==> src/rtl/msi_bus_arbiter_pkg.sv <==
// Shared types and constants for the MSI snoop-bus arbiter and the cache
// controllers that sit on either side of it.
//   arb_state_t        : arbiter sequencing states
//   SOURCE_DMEM        : cpu_datasel code, fill data comes from unified memory
//   SOURCE_OTHER_PROC  : cpu_datasel code, fill data comes from the other cache
package msi_bus_arbiter_pkg;

    typedef enum logic [2:0] {
        IDLE,
        INV,
        SNOOP,
        RESP,
        MEM_XFER
    } arb_state_t;

    localparam logic [1:0] SOURCE_DMEM       = 2'b00;
    localparam logic [1:0] SOURCE_OTHER_PROC = 2'b01;

endpackage

==> src/rtl/msi_bus_arbiter_rr_arb2.sv <==
// Two-requester round-robin picker with a registered priority pointer.
//   clk, rst_n : clock, asynchronous active-low reset (pointer -> CPU0)
//   req        : request per requester
//   take       : the pick is being consumed this cycle (pointer moves)
//   win        : index of the selected requester (valid when any = 1)
//   any        : at least one requester is asking
module rr_arb2 (
    input  logic       clk,
    input  logic       rst_n,
    input  logic [1:0] req,
    input  logic       take,
    output logic       win,
    output logic       any
);

    logic rr;

    // rr only matters when both request; a lone requester always wins.
    always_comb begin
        any = |req;
        win = req[1] & (~req[0] | rr);
    end

    // Pointer moves to the loser of every consumed pick.
    always_ff @(posedge clk or negedge rst_n) begin
        if (!rst_n)
            rr <= 1'b0;
        else if (take && any)
            rr <= ~win;
    end

endmodule

==> src/rtl/msi_bus_arbiter.sv <==
// MSI coherence bus arbiter for two cache controllers (CPU0, CPU1).
// Picks one owner per transaction, snoops the other cache on misses,
// selects the fill data source, broadcasts invalidates and hands the
// unified memory port to the owner.
// Optional build macro ARB_STATS_EN adds saturating statistics counters.
// Ports:
//   clk, rst_n                  clock, asynchronous active-low reset
//   mem_req[1:0]                per-CPU unified-memory request (level)
//   read_miss/write_miss[1:0]   per-CPU miss pulses (latched until serviced)
//   invalidate_req[1:0]         per-CPU write-hit-on-SHARED pulse (latched)
//   bico0, bico1                per-CPU outgoing bus address
//   search_found[1:0]           per-CPU snoop hit
//   mem_rdy                     unified memory ready
//   grant[1:0]                  one-hot bus grant
//   cpu_search[1:0]             snoop request to the non-owner
//   boci0, boci1                address into each CPU's snoop port
//   inv_to[1:0]                 invalidate from the other CPU
//   datasel0, datasel1          fill data source per CPU
//   mem_owner                   CPU index driving unified memory
//   busy                        arbiter not idle
//   grant_cnt0/1, snoop_hit_cnt, timeout_cnt   (ARB_STATS_EN only)
module msi_bus_arbiter
    import msi_bus_arbiter_pkg::*;
#(
    parameter int ADDR_W      = 13,
    parameter int SNOOP_LAT   = 1,
    parameter int MEM_TIMEOUT = 64
) (
    input  logic              clk,
    input  logic              rst_n,
    input  logic [1:0]        mem_req,
    input  logic [1:0]        read_miss,
    input  logic [1:0]        write_miss,
    input  logic [1:0]        invalidate_req,
    input  logic [ADDR_W-1:0] bico0,
    input  logic [ADDR_W-1:0] bico1,
    input  logic [1:0]        search_found,
    input  logic              mem_rdy,
    output logic [1:0]        grant,
    output logic [1:0]        cpu_search,
    output logic [ADDR_W-1:0] boci0,
    output logic [ADDR_W-1:0] boci1,
    output logic [1:0]        inv_to,
    output logic [1:0]        datasel0,
    output logic [1:0]        datasel1,
    output logic              mem_owner,
    output logic              busy
`ifdef ARB_STATS_EN
   ,output logic [15:0]       grant_cnt0,
    output logic [15:0]       grant_cnt1,
    output logic [15:0]       snoop_hit_cnt,
    output logic [7:0]        timeout_cnt
`endif
);

    localparam int              TW         = $clog2(MEM_TIMEOUT + 1);
    localparam logic [TW-1:0]   T_LAST     = TW'(MEM_TIMEOUT - 1);
    localparam logic [1:0]      SNOOP_LAST = 2'(SNOOP_LAT - 1);

    arb_state_t        state, state_n;
    logic              owner, owner_n;
    logic              is_wr, hit_q;
    logic [1:0]        scnt;
    logic [TW-1:0]     tcnt;
    logic [1:0]        rm_pend, wm_pend, inv_pend;
    logic [1:0]        rm_e, wm_e, inv_e, req;
    logic [1:0]        svc_inv, svc_miss;
    logic [1:0]        oh, ot;
    logic [ADDR_W-1:0] bico_o;
    logic              win, any, take, timeout, forced;

    // Live pulses count as requests in the same cycle they arrive.
    assign rm_e  = rm_pend  | read_miss;
    assign wm_e  = wm_pend  | write_miss;
    assign inv_e = inv_pend | invalidate_req;
    assign req   = mem_req | rm_e | wm_e | inv_e;
    assign take  = (state == IDLE);

    rr_arb2 u_rr (
        .clk   (clk),
        .rst_n (rst_n),
        .req   (req),
        .take  (take),
        .win   (win),
        .any   (any)
    );

    assign oh      = owner ? 2'b10 : 2'b01;
    assign ot      = ~oh;
    assign bico_o  = owner ? bico1 : bico0;
    assign timeout = (tcnt == T_LAST);
    assign forced  = (state == MEM_XFER) && mem_req[owner] && !mem_rdy && timeout;

    // Next state and service strobes.
    always_comb begin
        state_n  = state;
        owner_n  = owner;
        svc_inv  = 2'b00;
        svc_miss = 2'b00;
        case (state)
            IDLE: if (any) begin
                owner_n = win;
                if (inv_e[win]) begin
                    state_n      = INV;
                    svc_inv[win] = 1'b1;
                end else if (rm_e[win] || wm_e[win]) begin
                    state_n       = SNOOP;
                    svc_miss[win] = 1'b1;
                end else begin
                    state_n = MEM_XFER;
                end
            end
            INV:      state_n = IDLE;
            SNOOP:    if (scnt == SNOOP_LAST) state_n = RESP;
            RESP:     state_n = mem_req[owner] ? MEM_XFER : IDLE;
            MEM_XFER: if (!mem_req[owner] || mem_rdy || timeout) state_n = IDLE;
            default:  state_n = IDLE;
        endcase
    end

    // Outputs decode from registered state only (plus the owner's address),
    // so reset forces them all to zero without waiting for a clock.
    always_comb begin
        grant      = 2'b00;
        cpu_search = 2'b00;
        inv_to     = 2'b00;
        boci0      = '0;
        boci1      = '0;
        datasel0   = SOURCE_DMEM;
        datasel1   = SOURCE_DMEM;
        mem_owner  = 1'b0;
        busy       = (state != IDLE);
        if (state != IDLE) grant = oh;
        case (state)
            INV, SNOOP: begin
                if (state == INV) inv_to     = ot;
                else              cpu_search = ot;
                if (owner) boci0 = bico_o;
                else       boci1 = bico_o;
            end
            RESP: begin
                if (owner) datasel1 = hit_q ? SOURCE_OTHER_PROC : SOURCE_DMEM;
                else       datasel0 = hit_q ? SOURCE_OTHER_PROC : SOURCE_DMEM;
                if (is_wr) inv_to = ot;
            end
            MEM_XFER: mem_owner = owner;
            default: ;
        endcase
    end

    always_ff @(posedge clk or negedge rst_n) begin
        if (!rst_n) begin
            state    <= IDLE;
            owner    <= 1'b0;
            is_wr    <= 1'b0;
            hit_q    <= 1'b0;
            scnt     <= '0;
            tcnt     <= '0;
            rm_pend  <= '0;
            wm_pend  <= '0;
            inv_pend <= '0;
        end else begin
            state <= state_n;
            owner <= owner_n;
            if (state == IDLE && any) is_wr <= wm_e[win];
            if (state == SNOOP && scnt == SNOOP_LAST) hit_q <= search_found[~owner];
            scnt <= (state == SNOOP)    ? scnt + 2'd1     : '0;
            tcnt <= (state == MEM_XFER) ? tcnt + TW'(1)   : '0;
            // A CPU whose block is being invalidated while its own
            // invalidate is still waiting no longer holds the line, so the
            // waiting invalidate turns into a write miss.
            for (int i = 0; i < 2; i++) begin
                rm_pend[i]  <= rm_e[i] & ~svc_miss[i];
                wm_pend[i]  <= (wm_e[i] & ~svc_miss[i]) | (inv_e[i] & inv_to[i]);
                inv_pend[i] <= inv_e[i] & ~svc_inv[i] & ~inv_to[i];
            end
        end
    end

`ifdef ARB_STATS_EN
    always_ff @(posedge clk or negedge rst_n) begin
        if (!rst_n) begin
            grant_cnt0    <= '0;
            grant_cnt1    <= '0;
            snoop_hit_cnt <= '0;
            timeout_cnt   <= '0;
        end else begin
            if (take && any && !win && grant_cnt0 != '1) grant_cnt0 <= grant_cnt0 + 16'd1;
            if (take && any &&  win && grant_cnt1 != '1) grant_cnt1 <= grant_cnt1 + 16'd1;
            if (state == RESP && hit_q && snoop_hit_cnt != '1)
                snoop_hit_cnt <= snoop_hit_cnt + 16'd1;
            if (forced && timeout_cnt != '1) timeout_cnt <= timeout_cnt + 8'd1;
        end
    end
`endif

endmodule

==> config.mk <==
export PLATFORM = sky130hd
export DESIGN_NAME = msi_bus_arbiter
export DESIGN_NICKNAME = d
export VERILOG_FILES = /design/src/rtl/msi_bus_arbiter_pkg.sv /design/src/rtl/msi_bus_arbiter_rr_arb2.sv /design/src/rtl/msi_bus_arbiter.sv
export SDC_FILE = /design/constraint.sdc
export NUM_CORES = 1
export LEC_CHECK = 0
export BUFFER_PORTS_ARGS = -buffer_cell sky130_fd_sc_hd__buf_2
export CAP_MARGIN = 20
export CORE_MARGIN = 5
export CORE_UTILIZATION = 40
export DETAILED_ROUTE_END_ITERATION = 10
export PLACE_DENSITY_LB_ADDON = 0.08
export SYNTH_ARGS = -nofsm -noshare
export SYNTH_HDL_FRONTEND = slang
export SYNTH_HIERARCHICAL = 1
export SYNTH_SLANG_ARGS = --single-unit
==> constraint.sdc <==
create_clock -name clk -period 2.2 [get_ports clk]
set_input_delay 0.55 -clock clk [delete_from_list [all_inputs] [get_ports clk]]
set_output_delay 0.55 -clock clk [all_outputs]
set_load 0.02 [all_outputs]
## Word level (Yosys, flattened, before mapping)

Cells that the tools add are included.
Widths: inputs -> output; s select.

- Multiplexer cells: 46
- Div/mod/pow operators: 0
- Magnitude comparators: 4
- Equal/unequal tests: 8
- Reductions and logical operators: 14
- Shift operators: 0
- Bitwise gates (word level): 30
- Add/subtract/negate cells: 2
- Multipliers: 0

Operators by type and width:

| cell | number |
|---|---|
| $mux 13 | 5 |
| $mux 2 | 14 |
| $mux 3 | 6 |
| $mux 1 | 17 |
| $or 2x2->2 | 6 |
| $pmux 3 s4 | 1 |
| $and 1x1->1 | 11 |
| $not 1->1 | 9 |
| $add 7x1->7 const B | 1 |
| $eq 7x6->1 const B | 1 |
| $mux 7 | 1 |
| $eq 3x2->1 const B | 2 |
| $lt 1x2->1 const B | 3 |
| $ne 2x2->1 const B | 2 |
| $pmux 2 s2 | 1 |
| $reduce_or 2->1 | 2 |
| $eq 3x1->1 const B | 1 |
| $eq 3x3->1 const B | 1 |
| $logic_and 1x1->1 | 3 |
| $logic_not 3->1 | 1 |
| $logic_or 1x1->1 | 3 |
| $or 1x1->1 | 3 |
| $reduce_and 3->1 | 1 |
| $reduce_bool 3->1 | 1 |
| 8 further kinds | 8 |

- Input port bits: 39
- Bits in writable memories: 0
- Output and inout bits: 38
- Bits in latches: 0
- Memory bits (read-only): 0
- Register bits after elaboration: 22
- Memories: 0

## Depth between registers and ports, before layout

Gate-level depths: netlist (run 1).

- Word-level depth: 18
- Gate-level depth with buffers: 7

## Modules after synthesis

Netlist (run 1), hierarchy kept.

Modules (own cells, without submodules):

| module | instances | cells an instance | area an instance (um^2) |
|---|---|---|---|
| msi_bus_arbiter | 1 | 149 | 1,322.5 |
| rr_arb2 | 1 | 6 | 53.8 |

## Worst setup path after synthesis (run 1)

No wires, ideal clock.

- Kind: input-to-reg
- Start point: input read_miss[0]
- End point: register state[0]
- Arrival time: 1,947 ps
- Path buffers: 1
- Path slack: 175 ps
- Stages on the path: 7
- Setup time: 78 ps
- Required time: 2,122 ps
- Cell sequence: nor4_1 > nand3b_1 > a21boi_1 > buf_2 > nor3_1 > a2111o_1 > a21boi_1

- Cells in the longest elaborated chain, start to end: 12
- Elaborated cells on any way between the ends: 15

Ends and longest elaborated chain:

| item | line | RTL |
|---|---|---|
| start, declared | msi_bus_arbiter.sv:32 | `input logic [1:0] read_miss,` |
| $or 2x2->2 | msi_bus_arbiter.sv:73 | `assign rm_e = rm_pend \| read_miss;` |
| $or 2x2->2 (3 in series) | msi_bus_arbiter.sv:76 | `assign req = mem_req \| rm_e \| wm_e \| inv_e;` |
| named net req[0] | msi_bus_arbiter.sv:66 | `logic [1:0] rm_e, wm_e, inv_e, req;` |
| $not 1->1 | msi_bus_arbiter_rr_arb2.sv:21 | `win = req[1] & (~req[0] \| rr);` |
| $or 1x1->1 | msi_bus_arbiter_rr_arb2.sv:21 |  |
| $and 1x1->1 | msi_bus_arbiter_rr_arb2.sv:21 |  |
| named net win | msi_bus_arbiter.sv:70 | `logic win, any, take, timeout, forced;` |
| $mux 1 (implied by the code) (2 in series) | msi_bus_arbiter.sv:103 | `if (inv_e[win]) begin` |
| $mux 3 | msi_bus_arbiter.sv:103 |  |
| $mux 3 | msi_bus_arbiter.sv:101 | `IDLE: if (any) begin` |
| $pmux 3 s4 | msi_bus_arbiter.sv:100 | `case (state)` |
| end signal, assigned | msi_bus_arbiter.sv:163 | `state <= state_n;` |
| end, declared | msi_bus_arbiter.sv:60 | `arb_state_t state, state_n;` |

The timed path passes the listed nets, and every way through them passes these cells. The select of a mux whose other input is x is not followed.
A chain may end at the register's enable or synchronous reset.

## Worst setup path after layout (run 1)

- Start point: register state[1]
- End point: output boci1[7]

- Cells in the longest elaborated chain, start to end: 3
- Elaborated cells on any way between the ends: 4

Ends and longest elaborated chain:

| item | line | RTL |
|---|---|---|
| $eq 3x1->1 / $eq 3x2->1 (equally long branches) | msi_bus_arbiter.sv:134 | `case (state)` |
| $reduce_or 2->1 (*) | msi_bus_arbiter.sv:134 |  |
| $mux 13 (*) | msi_bus_arbiter.sv:134 |  |
| end, declared | msi_bus_arbiter.sv:42 | `output logic [ADDR_W-1:0] boci1,` |

Mark *: on every way between the ends. The rest lies on a longest branch, timed or not.

==> metrics, run 1 <==
layout cells sized above 1 approximately 43%; CP Data Required Time roughly 1.7 ns; 1st-iter DRT viols 35; Max IR drop VDD roughly 0.55 mV; hold_buf cts 0; Max Fclk roughly 0.47 GHz; pin count of the biggest net entering global routing 23; fin crit share 97.1%; Distinct cells, synth 41; fillers ~310; Residual DRC 0; sequential power share 25.7%; DRT Pass-1 Iters 4; synth top area cells dfrtp_1 40%, and2_1 12%, nor2_1 5.5%; GPL Wtd Cong 0.800; sw frac a little under half; Yosys reg bits 22; Reg clk slew, reported paths 0.12 ns; worst min-delay path class in2async; Sw Pwr approximately 1.2 mW; critical path, cell by cell xnor2_2, nor3_1, buf_4, and2_1, buf_2; NumNets Final approximately 280; top-area cell type share of the netlist area about two fifths; gr ovfl total 0; Worst path max stage delay ~0.48 ns; FP Rows 21; outcome finished clean; post-synthesis sequential area ratio 40.0%; Setup CP Type reg2out; CTS Buf Count 3; commonest cells after routing, fill and taps aside 64 x buf_2, 27 x and2_1, 25 x buf_4; Yosys Warn Count 6; Setup TNS 0 ns; P per Cell Area approximately 1300 nW/um^2; Chip Height just under 70 um; starting density of the core roughly two fifths; reg2reg setup slack 0.20 ns; Root Driver clkbuf_4; clock sinks 22; Slew Viols, Final 0; # setup viols final 0; DRT antenna net count 0; vias post-DR 1,352; Worst Path Max Fanout 13; worst setup margin ~0.063 ns; WL/cell approximately 14 um; Comb pwr share between 60% and 70%; startpoint types flip-flop; core area roughly 3300 sq um; LEAKAGE ~1.0 nW; H-tree lvl count 1; largest area contributor in the netlist dfrtp_1; Die X 68.7 um; Hold Fails Final Rpt 0; Synth async-reset ratio 100%; cells after synthesis ~160; Post-synth EDFFs 0; Syn-to-layout area delta 40.0%; highest-delay cell along the critical path dfrtp_2; Avg Cell Area, Syn 8.88 sq um; vias in the first global route about 1,200; first-pass GRT wire length 5.49 mm; Clk network pwr share slightly above 7%; vias per cell 4.76; skew final 0.00475 ns; Setup WS pre-CTS -0.0924 ns; DP HPWL 3.02 mm; Pint 1.32 mW; TritonCTS clock tree yes; Pwr Total 2.51 mW; I/O Pins 77; maximum root-to-sink buffer count 2; Mapped Area 1380 sq um; Antenna diodes 0; DRT Wirelength roughly 3.8 mm; antenna violations before repair 0; fin crit period ~2.1 ns; clk_lat worst skew approximately 0.30 ns; top_reg_cell synth dfrtp_1; max-cap viol count 0; Die ar. approximately 4700 sq um; most common cell after layout, fill and taps aside buf_2; port bufs 74; Final Util around 58%; Total GRT Usage 15.3%; crit path capture type output port; crit path DAT approximately 1.6 ns
[power groups by stage]
stage / registers (mW) / logic (mW) / clock network [mW]
CTS: 0.669 / 1.51 / 0.193
finish: 0.645 / 1.68 / 0.180
global placement: 0.675 / 1.49 / 0
floorplan: 0.582 / 1.08 / 0
global route: 0.662 / 1.83 / 0.219
detailed placement: 0.674 / 1.50 / 0
[worst max-delay path, delay by kind of cell, from the launching register on]
kind / cells / cell delay, ns
and+or+nand+nor: 2 / 0.28
xor gates and xnor gates: 1 / 0.17
DFF: 1 / 0.48
buffers and inverters: 2 / 0.35
[metal layers]
layer  vias to the layer above  part of all wire [%]  GRT usage [%]
met4                         0                  0.55           3.23
met3                         2                   4.9           3.89
li1                        695                     -              -
met5                         -                     0              0
met2                        29                    52           26.2
met1                       626                    42           19.4
[registers in the layout (all words and copies together) (netlist names), 2 cells and up]
signal    cells
inv_pend      2
rm_pend       2
scnt          2
state         3
wm_pend       2
tcnt          7
[final timing paths]
path / depth (start not counted) / start / endpoint
hold reg to reg: 1 / scnt[0] / scnt[0]
max in group asynchronous: 1 / rst_n / state[0]
setup / recovery: 5 / state[1] / boci1[7]
hold / removal: 1 / rst_n / wm_pend[0]
setup reg to reg: 6 / rm_pend[0] / state[1]
min in group clk: 1 / scnt[0] / scnt[0]
[synth_stat cells, types with 2 or more instances]
master / count
o21ai_0: 2
nand2b_1: 2
xor2_1: 2
or3_1: 2
and2_1: 27
buf_4: 3
ha_1: 2
mux2i_1: 2
inv_1: 7
buf_2: 3
nor2_1: 20
nand3b_1: 2
xnor2_1: 2
dfrtp_1: 22
nand2_1: 5
nor4_1: 3
a31oi_1: 3
a21oi_1: 5
and3_1: 6
nor3_1: 7
clkbuf_1: 3
nand3_1: 3
a21boi_1: 2
a21o_1: 3
[repair_timing]
item | in CTS | in global routing
resized for setup | 2 | 16
endpoints found under the hold margin | 0 | 0
setup endpoints to repair | 26 | 26
buffers inserted | 0 | 5
cloned | 0 | 1
[stage by stage]
stage	std cells	instance area [sq um]	hold slack (ns)
2_1_floorplan	156	1380	0.254
3_3_place_gp	275	1820	0.417
3_5_place_dp	275	1820	0.435
4_1_cts	278	1840	0.199
5_1_grt	284	1930	0.203
6_report	284	1930	0.189
[kinds of logic after synthesis]
logic type,share of synthesized area [%]
other,0.272
and+or+nand+nor,35.0
adders and majority gates,1.82
xor gates and xnor gates,2.55
muxes,1.45
DFF,40.0
AOI/OAI and AO/OA,12.6
buffers and inverters,6.27
[final cells by class]
type | count | area, sq um | share of cell area (%)
multi-input combinational | 117 | 758 | 39.4
tap | 46 | 57.6 | 2.99
sequential | 22 | 554 | 28.8
clock buffer | 3 | 22.5 | 1.17
inverter | 7 | 26.3 | 1.36
timing repair buffer | 89 | 508 | 26.4
Power figures use the tool's default switching activity.
==> run 2, diff against run 1 <==
Settings changed: SYNTH_HIERARCHICAL 1 to not set.
==> metrics, run 2 <==
Multi-input gate area 801 sq um (was 758 sq um); 1st-iter DRT viols 30 (was 35); clock sinks 22 (unchanged); CTS Buf Count 3 (unchanged); Slew @ Worst Pin 0.503 ns; Largest register FFs 7 (unchanged); fin cells 285 (was 284); # setup viols final 0 (unchanged); crit path DAT 1.56 ns (was 1.59 ns); vias per cell 4.81 (was 4.76); Antenna diodes 0 (unchanged); Yosys Warn Count 0 (was 6); DRT antenna net count 0 (unchanged); Worst Hold Slack 0.187 ns (was 0.189 ns); Mapped Area 1410 sq um (was 1380 sq um); CP Data Required Time 1.65 ns (about the same); Syn-to-layout area delta 35.6% (was 40.0%); Hold Fails Final Rpt 0 (unchanged); Pwr Total 2.30 mW (was 2.51 mW); NumNets Final 282 (was 281); P per Cell Area 1200 nW/um^2 (was 1300 nW/um^2); worst min-delay path class in2async (unchanged); DRT Pass-1 Iters 4 (unchanged); top cells by count, synth 28 x and2_1, 24 x nor2_1, 22 x dfrtp_1, 10 x nor3_1, 9 x a21oi_1 (was 27 x and2_1, 22 x dfrtp_1, 20 x nor2_1, 7 x inv_1, 7 x nor3_1); top_reg_cell synth dfrtp_1 (unchanged); Reg clk slew, reported paths 0.12 ns (about the same); gr ovfl total 0 (unchanged); fillers 333 (was 306); relative slew slack 66.5%; most common cell after layout, fill and taps aside buf_2 (unchanged); highest-delay cell along the critical path dfrtp_2 (unchanged); Synth async-reset ratio 100% (unchanged); hold_buf cts 0 (unchanged); Setup TNS 0 ns (unchanged); CP bufs+invs 2 (unchanged); Root Driver clkbuf_4 (unchanged); pin count of the biggest net entering global routing 23 (unchanged); Residual DRC 0 (unchanged); vias in the first global route 1,299 (was 1,240); Top delay family on crit path flip-flops (unchanged); crit path capture type output port (unchanged); unrepaired setup endpoints after global routing yes; Final Util 56.8% (was 57.7%); top flop regs tcnt: 7 flops, state: 3 flops (unchanged); core area 3360 sq um (was 3340 sq um); fin crit period 2.11 ns (was 2.14 ns); Post-Place Cells 281 (was 275); GPL Wtd Cong 0.857 (was 0.800); vias post-DR 1,370 (was 1,352); layout cells sized above 1 41.8% (was 42.9%); LEAKAGE 0.999 nW (was 1.03 nW); post-synthesis sequential area ratio 39.0% (was 40.0%); Max IR drop VDD 0.590 mV (was 0.553 mV); Setup CP Type reg2out (unchanged); skew final 0.00779 ns (was 0.00475 ns); Die ar. 4810 sq um (was 4710 sq um); FP Rows 21 (unchanged); most frequent cell after synthesis and2_1 (unchanged); port bufs 74 (unchanged); clk_lat worst skew 0.31 ns (was 0.30 ns); max-cap viol count 0 (unchanged); commonest cells after routing, fill and taps aside 57 x buf_2, 28 x and2_1, 24 x nor2_1 (was 64 x buf_2, 27 x and2_1, 25 x buf_4); WL/cell 12.7 um (was 13.6 um); FF/Latch Area 554 sq um (unchanged); startpoint types flip-flop (unchanged); synth top area cells dfrtp_1 39%, and2_1 12%, nor2_1 6.4% (was dfrtp_1 40%, and2_1 12%, nor2_1 5.5%); Largest Register tcnt (unchanged); Chip Height 69.4 um (was 68.7 um); critical path, cell by cell xnor2_1, nor3_1, buf_4, and2_1, buf_4 (was xnor2_2, nor3_1, buf_4, and2_1, buf_2); starting density of the core 41.9% (was 41.2%); cells after synthesis 163 (was 155); H-tree lvl count 1 (unchanged); maximum root-to-sink buffer count 2 (unchanged); Die X 69.4 um (was 68.7 um); Worst path max stage delay 0.48 ns (about the same); DRT Wirelength 3.63 mm (was 3.85 mm); DP HPWL 3.05 mm (was 3.02 mm); Max Fclk 0.474 GHz (was 0.468 GHz); Distinct cells, synth 40 (was 41); Yosys reg bits 22 (unchanged); I/O Pins 77 (unchanged); largest area contributor in the netlist dfrtp_1 (unchanged); outcome finished clean (unchanged); Total GRT Usage 15.2% (was 15.3%); Avg Cell Area, Syn 8.65 sq um (was 8.88 sq um); Slew Viols, Final 0 (unchanged); fin crit share 96.0% (was 97.1%); antenna violations before repair 0 (unchanged); CP most frequent cell buf_4; TritonCTS clock tree yes (unchanged); Worst Path Max Fanout 13 (unchanged); first-pass GRT wire length 6.13 mm (was 5.49 mm); Post-synth EDFFs 0 (unchanged); top-area cell type share of the netlist area 39.0% (was 40.0%)
==> run 2: where the power goes <==
part / switching (mW) / total, mW / internal, mW
clock network: 0.117 / 0.181 / 0.0640
logic: 0.840 / 1.46 / 0.616
registers: 0.137 / 0.667 / 0.530
total: 1.09 / 2.30 / 1.21
==> run 2: through the flow <==
stage | setup slack (ns) | instance area, sq um
global placement | 0.228 | 1830
floorplan | 0.193 | 1410
global route | -0.0366 | 1910
finish | 0.0888 | 1910
detailed placement | 0.188 | 1830
CTS | 0.0114 | 1850
==> run 2: layout make-up <==
type                            instances  area share (%)
Clock buffer                            3            1.18
Sequential cell                        22            29.0
Multi-Input combinational cell        128            41.9
Timing Repair Buffer                   79            23.6
Tap cell                               46            3.01
Inverter                                7            1.37
==> run 2: worst paths after layout <==
check	startpoint	end	slack (ns)	cells past startpoint
max	state[1]	boci0[5]	0.09	5
min in group clk	scnt[0]	scnt[0]	0.45	1
max in group asynchronous	rst_n	state[0]	1.65	1
max reg2reg	state[1]	state[0]	0.43	5
min	rst_n	inv_pend[0]	0.19	1
min reg2reg	scnt[0]	scnt[0]	0.45	1
==> run 2: logic make-up (layout without fill, tap and decap cells) <==
kind of cell / count (synthesis) / count (layout) / share of synthesized area [%]
other: 1 / 2 / 0.266
flip-flops: 22 / 22 / 39.0
XOR/XNOR: 4 / 4 / 2.48
buffers and inverters: 14 / 89 / 4.79
adder cells (fa/ha/maj): 2 / 2 / 1.77
multiplexers: 2 / 2 / 1.42
AO/OA/AOI/OAI: 26 / 26 / 12.9
AND/OR/NAND/NOR: 92 / 92 / 37.4
==> run 2: layer usage <==
metal	global-route usage (%)	vias to the layer above	wire (um)
met5	0	-	0
met4	1.74	0	10
met3	3.91	2	155
met2	27.6	34	1970
met1	18.4	637	1490
li1	-	697	-
==> run 2: timing repair <==
| action | in CTS | in global routing |
|---|---|---|
| setup endpoints to repair | 0 | 29 |
| gates resized for setup | 0 | 21 |
| endpoints found under the hold margin | 0 | 0 |
| setup buffers | 0 | 1 |
